===== config.mk =====
export PLATFORM = sky130hd
export DESIGN_NAME = kadai5
export DESIGN_NICKNAME = d
export VERILOG_FILES = /design/src/rtl/kadai5_pkg.sv /design/src/rtl/kadai5_fifo.sv /design/src/rtl/kadai5.sv
export SDC_FILE = /design/constraint.sdc
export NUM_CORES = 1
export LEC_CHECK = 0
export ABC_AREA = 1
export CAP_MARGIN = 20
export CORE_ASPECT_RATIO = 1.25
export CORE_MARGIN = 2
export CORE_UTILIZATION = 55
export DETAILED_ROUTE_END_ITERATION = 10
export PLACE_DENSITY = 0.75
export SLEW_MARGIN = 15
export SYNTH_ARGS = -nofsm -noshare
export SYNTH_HDL_FRONTEND = slang
export SYNTH_SLANG_ARGS = --single-unit

===== constraint.sdc =====
create_clock -name CLK -period 8.8 [get_ports CLK]
set_input_delay 1.76 -clock CLK [delete_from_list [all_inputs] [get_ports CLK]]
set_output_delay 1.76 -clock CLK [all_outputs]
set_load 0.02 [all_outputs]

===== src/rtl/kadai5_pkg.sv =====
// Shared types and constants for the kadai5 batch multiplier.
package kadai5_pkg;

  typedef enum logic [1:0] {
    S_IDLE   = 2'd0,
    S_INPUT  = 2'd1,
    S_EXEC   = 2'd2,
    S_OUTPUT = 2'd3
  } state_e;

  localparam int DEF_DATA_W = 8;
  localparam int DEF_DEPTH  = 8;

  // One spare bit so a batch counter can reach DEPTH without wrapping.
  function automatic int cnt_w(input int depth);
    return $clog2(depth) + 1;
  endfunction

endpackage


===== src/rtl/kadai5_fifo.sv =====
// Small synchronous FIFO with show-ahead read data and a synchronous clear.
module kadai5_fifo #(
  parameter int W     = 8,
  parameter int DEPTH = 8
) (
  input  logic         clk,
  input  logic         rst_n,
  input  logic         clr,
  input  logic         wr_en,
  input  logic [W-1:0] wr_data,
  input  logic         rd_en,
  output logic [W-1:0] rd_data
);

  localparam int AW = $clog2(DEPTH);

  logic [W-1:0]  mem_q [DEPTH];
  logic [AW-1:0] wr_ptr_q, wr_ptr_d;
  logic [AW-1:0] rd_ptr_q, rd_ptr_d;

  // DEPTH is a power of two, so the pointers wrap on their own.
  always_comb begin
    wr_ptr_d = wr_ptr_q;
    rd_ptr_d = rd_ptr_q;
    if (clr) begin
      wr_ptr_d = '0;
      rd_ptr_d = '0;
    end else begin
      if (wr_en) wr_ptr_d = wr_ptr_q + AW'(1);
      if (rd_en) rd_ptr_d = rd_ptr_q + AW'(1);
    end
  end

  always_ff @(posedge clk or negedge rst_n) begin
    if (!rst_n) begin
      wr_ptr_q <= '0;
      rd_ptr_q <= '0;
    end else begin
      wr_ptr_q <= wr_ptr_d;
      rd_ptr_q <= rd_ptr_d;
    end
  end

  always_ff @(posedge clk) begin
    if (wr_en && !clr) mem_q[wr_ptr_q] <= wr_data;
  end

  assign rd_data = mem_q[rd_ptr_q];

endmodule


===== src/rtl/kadai5.sv =====
// Batch multiplier: collect DEPTH operand pairs, multiply them, stream out products.
// Optional KADAI5_SUM_EN adds a SUM output holding the running sum of the batch.
// Handshakes: a pair moves on an edge with REQ_AB=1 and ACK=1; a product moves on an
// edge with X_VALID=1 and X_READY=1; X is held stable while X_READY=0.
module kadai5
  import kadai5_pkg::*;
#(
  parameter int DATA_W = DEF_DATA_W,
  parameter int DEPTH  = DEF_DEPTH
) (
  input  logic                CLK,
  input  logic                RST,
  input  logic [DATA_W-1:0]   A,
  input  logic [DATA_W-1:0]   B,
  input  logic                ACK,
  input  logic                START,
  input  logic                HALT,
  input  logic                X_READY,
  output logic [2*DATA_W-1:0] X,
  output logic                X_VALID,
  output logic                X_LAST,
  output logic                REQ_AB,
  output logic                BUSY,
`ifdef KADAI5_SUM_EN
  output logic [2*DATA_W+$clog2(DEPTH)-1:0] SUM,
`endif
  output state_e              dbg_state
);

  localparam int CW = cnt_w(DEPTH);
  localparam int PW = 2 * DATA_W;
  localparam logic [CW-1:0] CNT_LAST = CW'(DEPTH - 1);

  state_e        state_q, state_d;
  logic [CW-1:0] cnt_q, cnt_d;

  logic          cap_en, exec_en, beat_en;
  logic [PW-1:0] op_rd;
  logic [PW-1:0] prod;
  logic [PW-1:0] prod_rd;

  assign cap_en  = (state_q == S_INPUT)  && ACK;
  assign exec_en = (state_q == S_EXEC);
  assign beat_en = (state_q == S_OUTPUT) && X_READY;

  always_comb begin
    state_d = state_q;
    cnt_d   = cnt_q;
    if (HALT) begin
      state_d = S_IDLE;
      cnt_d   = '0;
    end else begin
      case (state_q)
        S_IDLE: begin
          if (START) begin
            state_d = S_INPUT;
            cnt_d   = '0;
          end
        end
        S_INPUT: begin
          if (ACK) begin
            if (cnt_q == CNT_LAST) begin
              state_d = S_EXEC;
              cnt_d   = '0;
            end else begin
              cnt_d = cnt_q + CW'(1);
            end
          end
        end
        S_EXEC: begin
          if (cnt_q == CNT_LAST) begin
            state_d = S_OUTPUT;
            cnt_d   = '0;
          end else begin
            cnt_d = cnt_q + CW'(1);
          end
        end
        S_OUTPUT: begin
          if (X_READY) begin
            if (cnt_q == CNT_LAST) begin
              state_d = S_IDLE;
              cnt_d   = '0;
            end else begin
              cnt_d = cnt_q + CW'(1);
            end
          end
        end
        default: begin
          state_d = S_IDLE;
          cnt_d   = '0;
        end
      endcase
    end
  end

  always_ff @(posedge CLK or negedge RST) begin
    if (!RST) begin
      state_q <= S_IDLE;
      cnt_q   <= '0;
    end else begin
      state_q <= state_d;
      cnt_q   <= cnt_d;
    end
  end

  kadai5_fifo #(.W(PW), .DEPTH(DEPTH)) u_op_fifo (
    .clk     (CLK),
    .rst_n   (RST),
    .clr     (HALT),
    .wr_en   (cap_en),
    .wr_data ({A, B}),
    .rd_en   (exec_en),
    .rd_data (op_rd)
  );

  // Zero-extend before multiplying so the full 2*DATA_W product is kept.
  assign prod = PW'(op_rd[PW-1:DATA_W]) * PW'(op_rd[DATA_W-1:0]);

  kadai5_fifo #(.W(PW), .DEPTH(DEPTH)) u_prod_fifo (
    .clk     (CLK),
    .rst_n   (RST),
    .clr     (HALT),
    .wr_en   (exec_en),
    .wr_data (prod),
    .rd_en   (beat_en),
    .rd_data (prod_rd)
  );

`ifdef KADAI5_SUM_EN
  localparam int SW = 2 * DATA_W + $clog2(DEPTH);
  logic [SW-1:0] sum_q, sum_d;

  always_comb begin
    sum_d = sum_q;
    if (HALT || (state_q == S_IDLE && START)) sum_d = '0;
    else if (exec_en)                         sum_d = sum_q + SW'(prod);
  end

  always_ff @(posedge CLK or negedge RST) begin
    if (!RST) sum_q <= '0;
    else      sum_q <= sum_d;
  end

  assign SUM = sum_q;
`endif

  assign X_VALID   = (state_q == S_OUTPUT);
  assign X_LAST    = X_VALID && (cnt_q == CNT_LAST);
  assign X         = X_VALID ? prod_rd : '0;
  assign REQ_AB    = (state_q == S_INPUT);
  assign BUSY      = (state_q != S_IDLE);
  assign dbg_state = state_q;

endmodule


==> impl_results.md <==
* WL per Instance at around 17 um
* Fin. max-slew vios at 0
* CORE AREA at 23900 um^2
* Via count at 9081
* CTS tree: yes
* Top Ports at 44
* Normalized max-slew margin at 30.8%
* Post-detail-place hpwl at approximately 17000 um
* Setup_tns at 0 ns
* CP Data Required Time at ~9 ns
* Placed instance count at 1622
* Vias/cell at 5.43
* GRT Residual Overflow at 0
* 1st-iter DRT viols at 735
* Layout cell share with drive strength beyond 1 at 6.32%
* Min Tclk post-route at 5.70 ns
* Vias in the first global route at 8985
* Sequential area share after synthesis at slightly above 60%
* Setup violators final at 0
* DRT Pass-1 Iters at 5
* Root Buffer Master: clkbuf_16
* Layout Cells excl Fill at roughly 1700
* Max Root-Sink Buffers at 3
* Netlist cell types at 31
* Clk sinks at 274
* Worst slew pin tran at 1.04 ns
* Worst Setup Path Type: reg2reg
* Clock Pin Slew Worst Setup and Hold Paths at 0.06 ns
* Fillers at around 1900
* Htree depth at 1
* Largest net degree at the start of global routing at 68
* CP max FO at 27
* Hold path depth at 2
* Crit end category: register
* Hold Path Class: reg2reg
* Drt total wl at 27600 um
* Final Hold Vio Count at 0
* Post-DRT Antenna Nets at 0
* Hold-fix buffers, CTS at 0
* Initial antenna violation count at 0
* Cts repair resizes at 0
* Syn nets at 1388
* Status: complete, no violations
* Reg2Reg Depth at 19
* Nets at between 1000 and 1500
* Antenna Cells at 0
* Initial Util at 56.3%
* I/O Buffers at 43
* Setup Fix Bufs, Post-CTS at 0
* Num CTS Buffers at 26
* Final Skew at 0.00932 ns
* Skew-Pair Late Insertion Delay at about 0.53 ns
* Chip width at 144 um
* Std-Cell Rows at between 60 and 70
* Worst Setup Start Kind: register
* YS warnings at 0
* Die area at 25700 um^2
* DRC Markers at 0
* Cell taking the most area after synthesis: edfxtp_1
* Synth Register Bits at roughly 270
* Fmax at 0.175 GHz
* GRT Overall Usage at 22.1%
* Worst path arrival time at 5.95 ns
* Synth Cell Area at approximately 13000 um^2
* Synth top area share at 57.2%
* Synthesized area per cell at 10.5 um^2
* Routability cong. at 0.943
* Cells after Synth at between 1000 and 1500
* Layout Area Growth over Synthesis at 12.2%
* Final hold slack at 0.493 ns
* RSZ-0062 raised after global routing: false
* Largest cells by area after synthesis: edfxtp_1, nor2_1, fa_1
* Die Ht at around 180 um
* # Max-Cap Violations at 0
* Finished Core Util at a little over three fifths
* First-pass GRT wire length at 44300 um
* Tcrit/Tclk final at 64.8%
==> synth_stat cells (all sizes together) <==
cell	n
nor2	325
edfxtp	256
nand2	192
o21ai	146
inv	106
nand3	50
ha	45
buf	36
fa	36
dfrtp	18
clkbuf	17
o211ai	16
o22ai	16
a21oi	9
xor2	6
nand4	5
a22oi	1
clkinv	1
nand3b	1
nor3	1
o21a	1
xnor2	1
==> worst paths after layout <==
path	startpoint	to	slack, ns
setup / recovery	u_op_fifo.rd_ptr_q[2]	u_prod_fifo.mem_q[2][9]	3.10
hold / removal	cnt_q[3]	cnt_q[3]	0.49
setup reg to reg	u_op_fifo.rd_ptr_q[2]	u_prod_fifo.mem_q[2][9]	3.10
hold reg to reg	cnt_q[3]	cnt_q[3]	0.49
max in group asynchronous	RST	u_prod_fifo.rd_ptr_q[0]	6.55
min in group asynchronous	RST	u_op_fifo.rd_ptr_q[1]	1.69
==> placed cells by master, fill, tap and decap left out <==
master           synthesis  routed
clkbuf_1                15       7
clkbuf_8                 0       1
xnor2_1                  1       1
a22oi_1                  1       1
nand2_2                 15      15
clkinv_2                 0       4
clkinv_1                 1       5
nand2_1                177     177
o21a_1                   1       1
o22ai_1                 16      16
o21ai_1                 50      50
nand3b_1                 1       1
buf_12                   0       1
edfxtp_1               256     256
o211ai_1                16      16
nand4_1                  5       5
inv_2                    6       6
clkinv_4                 0       1
inv_1                  100     100
clkbuf_16                0      27
fa_1                    36      36
nor2_2                   1       1
nand3_1                 50      50
nor2_1                 324     324
clkdlybuf4s50_1          0      43
bufinv_16                0       4
o21ai_2                  1       1
buf_4                    3      22
xor2_1                   6       6
a21oi_1                  9       9
dfrtp_2                  0       2
nor3_1                   1       1
ha_1                    45      45
o21ai_0                 95      95
dfrtp_1                 18      16
==> metrics by stage <==
step / area [um^2] / setup slack [ns]
finish: 15100 / 3.10
global route: 15100 / 2.74
CTS: 15100 / 2.58
detailed placement: 14200 / 2.63
global placement: 14200 / 2.82
floorplan: 13400 / 4.27
==> per-layer routing <==
layer | part of all wire, % | vias to the layer above | routed length (um) | GRT usage [%]
met2 | 52 | 247 | 14300 | 40.0
met1 | 41 | 4374 | 11300 | 27.3
met3 | 4.8 | 59 | 1320 | 2.43
met4 | 2.5 | 0 | 683 | 8.09
li1 | - | 4401 | - | -
met5 | 0 | - | 0 | 0
==> cell families after synthesis <==
family	share of synthesized area, %
compound gates	7.55
xor+xnor	0.456
fa+ha+maj	9.55
buf+inv	4.98
flops	60.5
simple gates	16.9
==> flip-flops by register name, indices dropped and copies added (netlist names) <==
signal                flops
cnt_q                     4
dbg_state                 2
u_op_fifo.mem_q         128
u_op_fifo.rd_ptr_q        3
u_op_fifo.wr_ptr_q        3
u_prod_fifo.mem_q       128
u_prod_fifo.rd_ptr_q      3
u_prod_fifo.wr_ptr_q      3
==> worst max-delay path: stages, from the launching register on <==
cell and delay [ns]:
dfrtp_1 0.33, buf_4 0.31, clkinv_1 0.75, nand3_1 0.34, nand2_2 0.19, inv_2 0.09, nand2_1 0.07, fa_1 0.54
fa_1 0.51, inv_1 0.05, fa_1 0.47, inv_1 0.05, fa_1 0.47, inv_1 0.04, ha_1 0.33, nand2_1 0.09
inv_1 0.09, nand2_1 0.07, nand2_1 0.09, xor2_1 0.51
==> final cells by class <==
class                      count  area [um^2]  area share (%)
multi-input combinational    851         4630            30.7
clock inverter                13          164            1.09
tap                          325          407            2.70
timing repair buffer          66          616            4.08
inverter                     107          402            2.66
sequential                   274         8140            54.0
clock buffer                  35          716            4.75
Power is left out: the tool's default activity adds up to more than one toggle a clock period on the data nets, which glitch-free logic cannot reach.
